==> config.mk <==
export PLATFORM = sky130hd
export DESIGN_NAME = rev_isqrt_seq
export DESIGN_NICKNAME = d
export VERILOG_FILES = /design/src/rtl/rev_pkg.sv /design/src/rtl/rev_full_subtractor.sv /design/src/rtl/rev_isqrt_seq.sv
export SDC_FILE = /design/constraint.sdc
export NUM_CORES = 1
export LEC_CHECK = 0
export ABC_AREA = 1
export CAP_MARGIN = 25
export CORE_MARGIN = 2
export CORE_UTILIZATION = 47
export DETAILED_ROUTE_END_ITERATION = 16
export PLACE_DENSITY_LB_ADDON = 0.05
export SYNTH_ARGS = -nofsm -noshare
export SYNTH_HDL_FRONTEND = slang
export SYNTH_SLANG_ARGS = --single-unit
==> constraint.sdc <==
create_clock -name clk -period 4.3 [get_ports clk]
set_clock_uncertainty 0.1 [all_clocks]
set_input_delay 0.645 -clock clk [delete_from_list [all_inputs] [get_ports clk]]
set_output_delay 0.645 -clock clk [all_outputs]
set_load 0.02 [all_outputs]
==> src/rtl/rev_pkg.sv <==
// Shared types for the reversible integer square-root unit.
package rev_pkg;

  typedef enum logic [1:0] {IDLE, CALC, DONE} state_t;

  localparam int W_DEF      = 8;
  localparam int ITER_W_DEF = $clog2(W_DEF);

  // Iteration counter width for a given root width; never narrower than 1 bit.
  function automatic int iter_w(input int w);
    return (w < 2) ? 1 : $clog2(w);
  endfunction

endpackage

==> src/rtl/rev_full_subtractor.sv <==
// Reversible full subtractor built from CNOT / Toffoli primitives.
module rev_cnot (
  input  logic a,
  input  logic b,
  output logic y
);
  assign y = a ^ b;
endmodule

module rev_toffoli (
  input  logic a,
  input  logic b,
  input  logic c,
  output logic y
);
  assign y = c ^ (a & b);
endmodule

// a - b - bin: run a reversible full adder on ~a, whose carry is the borrow
// and whose sum is the complemented difference.
module rev_full_subtractor (
  input  logic a,
  input  logic b,
  input  logic bin,
  output logic diff,
  output logic bout,
  output logic g0,
  output logic g1
);
  logic na, t0, p, s;

  assign na = ~a;

  rev_toffoli u_t0 (.a(na), .b(b),   .c(1'b0), .y(t0));
  rev_cnot    u_c0 (.a(na), .b(b),   .y(p));
  rev_toffoli u_t1 (.a(p),  .b(bin), .c(t0),   .y(bout));
  rev_cnot    u_c1 (.a(p),  .b(bin), .y(s));

  assign diff = ~s;
  assign g0   = p;
  assign g1   = ~na;
endmodule

==> src/rtl/rev_isqrt_seq.sv <==
// Sequential restoring integer square root, one root bit per clock.
module rev_isqrt_seq
  import rev_pkg::*;
#(
  parameter int W = 8
) (
  input  logic           clk,
  input  logic           rst,
  input  logic           in_valid,
  output logic           in_ready,
  input  logic [2*W-1:0] radicand,
  output logic           out_valid,
  input  logic           out_ready,
  output logic [W-1:0]   root,
  output logic [W:0]     rem
);
  localparam int ITER_W = iter_w(W);
  localparam int CW     = W + 2;

  state_t state, state_nx;

  logic [2*W-1:0]    n_sh;
  logic [CW-1:0]     rem_r, cur, trial, diff;
  logic [W-1:0]      root_r;
  logic [ITER_W-1:0] iter;
  logic [CW:0]       bchain;
  logic              bout, accept;

  // Partial remainder never exceeds 2*root, so its top two bits fall off here.
  assign cur       = {rem_r[W-1:0], n_sh[2*W-1 -: 2]};
  assign trial     = {root_r, 2'b01};
  assign bchain[0] = 1'b0;
  assign bout      = bchain[CW];

  generate
    for (genvar g = 0; g < CW; g++) begin : g_sub
      rev_full_subtractor u_fs (
        .a    (cur[g]),
        .b    (trial[g]),
        .bin  (bchain[g]),
        .diff (diff[g]),
        .bout (bchain[g+1]),
        .g0   (),
        .g1   ()
      );
    end
  endgenerate

  always_ff @(posedge clk) begin
    if (rst) state <= IDLE;
    else     state <= state_nx;
  end

  always_comb begin
    state_nx  = state;
    in_ready  = 1'b0;
    out_valid = 1'b0;
    case (state)
      IDLE: begin
        in_ready = 1'b1;
        if (in_valid) state_nx = CALC;
      end
      CALC: begin
        if (iter == '0) state_nx = DONE;
      end
      DONE: begin
        out_valid = 1'b1;
        if (out_ready) state_nx = IDLE;
      end
      default: state_nx = IDLE;
    endcase
  end

  assign accept = in_valid & in_ready;

  always_ff @(posedge clk) begin
    if (rst) begin
      n_sh   <= '0;
      rem_r  <= '0;
      root_r <= '0;
      iter   <= '0;
    end else if (accept) begin
      n_sh   <= radicand;
      rem_r  <= '0;
      root_r <= '0;
      iter   <= ITER_W'(W - 1);
    end else if (state == CALC) begin
      rem_r  <= bout ? cur : diff;
      root_r <= {root_r[W-2:0], ~bout};
      n_sh   <= {n_sh[2*W-3:0], 2'b00};
      if (iter != '0) iter <= iter - 1'b1;
    end
  end

  assign root = root_r;
  assign rem  = rem_r[W:0];

  a_rem_top_zero : assert property (@(posedge clk) disable iff (rst)
    (state == DONE) |-> (rem_r[W+1] == 1'b0));

endmodule

==> impl_metrics.yaml, run 1 <==
floorplanning:
  start_util_pct: 49.94
  die_w_um: 69.90
  die-area_um2: 4885
  die_y_um: 69.90
  rows: 23
  io_pins: 39
  core-area_um2: 4086
worst_setup_path:
  cp-end-kind: "flop"
  arrival_ps: 4160
  cp_max_fo: 9
  cp-start-kind: "flop"
  critPathRequiredTime_ps: 4390
  path_class: "flop to flop"
clocking:
  ctsHtreeMaxLevel: 2
  cts_buffer_depth: 2
  cts_setup_buffers: 0
  cts_tree: "done"
  cts_buffers: 5
  path_clk_slew_ps: 70
  clock-sinks: 38
  ctsRootBufferMaster: "clkbuf_8"
  insertion_delay_ps: 280
timing:
  fin_crit_sh_pct: 94.62
  holdWs_ps: 369.6
  rsz0062_at_grt: "no"
  tightest_slew_ps: 775.9
  max_freq_ghz: 0.2458
  hold_viol: 0
  final-setup-viol-count: 0
  slew_headroom_pct: 48.15
  slew_viol_final: 0
  setup_slack_ps: 231.4
  tns_ps: 0
  period_needed_ps: 4069
placed_design:
  dpl.hpwl_um: 2838
  numPortBuffers: 38
  pre_cts_ws_ps: 121.4
  place_congestion: 0.8038
yosys:
  synth.distinct_cells: 20
  syn-num-nets: 310
  yosys_register_bits: 38
  synth_compound_area_share_pct: 10.48
  synth_edf_count: 0
  synth_top_cell_area_share_pct: 37.28
  yosysTopAreaCell: "dfxtp_1"
  yosysWarnings: 0
  synthAdderAreaFrac_pct: 9.319
  synth_top_family_by_area: "simple AND/OR/NAND/NOR gates"
  synth.cell_area_um2: 2041
  synth_cells: 279
  post_synth.cell_area_avg_um2: 7.314
  synth_mux_area_share_pct: 0
  synthSimpleGateAreaFrac_pct: 27.47
  ys_top_cells_by_area: "dfxtp_1 37%, nand2_1 15%, nand3_1 9.1%"
  synthArstFlopShare_pct: 0
  synth_top_flop_cell: "dfxtp_1"
  ys_seq_area_share_pct: 37.28
  synthXorXnorAreaFrac_pct: 0
cells_and_area:
  nets: 330
  seqCellArea_um2: 763.2
  insertedDiodeCount: 0
  layout_common_cells: "79 x nand2_1, 38 x clkdlybuf4s50_1, 37 x nand3_1, 36 x dfxtp_1, 35 x inv_1"
  num-fill-cells: 406
  multi_input_area_um2: 969.7
  area_growth_pct: 18.64
  layout-drive-gt1-share_pct: 7.000
  layout_commonest_cell: "nand2_1"
route:
  drt-total-wl_um: 4196
  vias: 1752
  first_iter_violations: 120
  drcViolationCount: 0
  post_drt_via_cell_ratio: 5.006
  first_pass_iters: 4
  antenna_left: 0
  wl_per_cell_um: 11.99
outcome:
  outcome: "complete, no violations"
power:
  leakagePower_uw: 0.0009820
  peakVddDrop_mv: 0.2023
  p_per_area_nw_per_um2: 393.9
min_path:
  min_path_type: "flop to flop"
global_routing:
  antenna_found_initial: 0
  grt_overflow_total: 0
  grt_pass1_wl_um: 7196
  grt_max_degree: 36
  grt_pass1_vias: 1549
  grt_use_total_pct: 18.37
job:
  maxCapViolations: 0
what timing repair did:
item                                    CTS  global route
hold buffers                              0             0
resized for setup                         0             4
endpoints found under the setup margin    0            10
flip-flops by register name (all words and copies together) (netlist names):
signal,flops
n_sh,16
rem_r,9
root,8
iter,3
state,2
metrics by stage:
step                instance area (um2)  total power (uW)  util, %  std cells
floorplan                          2041             631.6        -        279
global placement                   2322             704.8    56.83        342
detailed placement                 2322             709.0    56.83        342
CTS                                2414             961.9    59.06        350
global route                       2421              1028    59.25        350
finish                             2421             953.7    59.25        350
path summary, 6_finish.rpt:
kind	startpoint	end	slack (ps)	cells after the start
max	n_sh[14]	rem_r[4]	230	16
min	n_sh[0]	n_sh[0]	370	2
max reg2reg	n_sh[14]	rem_r[4]	230	16
min reg2reg	n_sh[0]	n_sh[0]	370	2
power breakdown:
group	switching, uW	total, uW	internal, uW
Sequential	21.5	403	382
Combinational	180	299	119
Clock	122	251	129
Total	323	954	630
final cells by class:
class,instances,share of cell area (%)
Multi-Input combinational cell,177,40.05
Sequential cell,38,31.52
Timing Repair Buffer,40,16.33
Inverter,37,5.736
Clock buffer,7,3.566
Tap cell,50,2.584
Clock inverter,1,0.2067
per-layer routing:
metal	track usage, %	vias to the layer above	wire (um)
met5	0	-	0
met3	5.051	4	211
li1	-	911	-
met2	28.99	45	2071
met4	5.983	0	36
met1	24.41	792	1877
synth_stat cells (2+ instances only):
cell type / instances
nand2_1: 80
dfxtp_1: 38
nand3_1: 37
inv_1: 35
a21oi_1: 22
buf_4: 18
a31oi_1: 14
fa_1: 7
buf_2: 6
nor2_1: 5
ha_1: 4
clkbuf_1: 2
inv_2: 2
nand2_4: 2
nor2_4: 2
worst max-delay path: stages (launching register included):
cell     delay [ps]
dfxtp_2         340
inv_1            50
ha_1            200
fa_1            380
fa_1            390
fa_1            390
fa_1            390
fa_1            390
fa_2            350
fa_1            380
nand2_1          70
nand2_1          70
buf_4           170
nand3_1          80
nand3_1         100
nand2_1          90
inv_1            30
cell families after synthesis:
family	after synthesis
and+or+nand+nor	128
DFF	38
adders and majority gates	11
AOI/OAI and AO/OA	38
buffers and inverters	64
Power figures use the tool's default switching activity.
==> run 2, diff against run 1 <==
CTS_CLUSTER_SIZE = 14   (was unset)
==> results of run 2 <==
No change in the layout: final DEF, timing and power equal those of run 1.
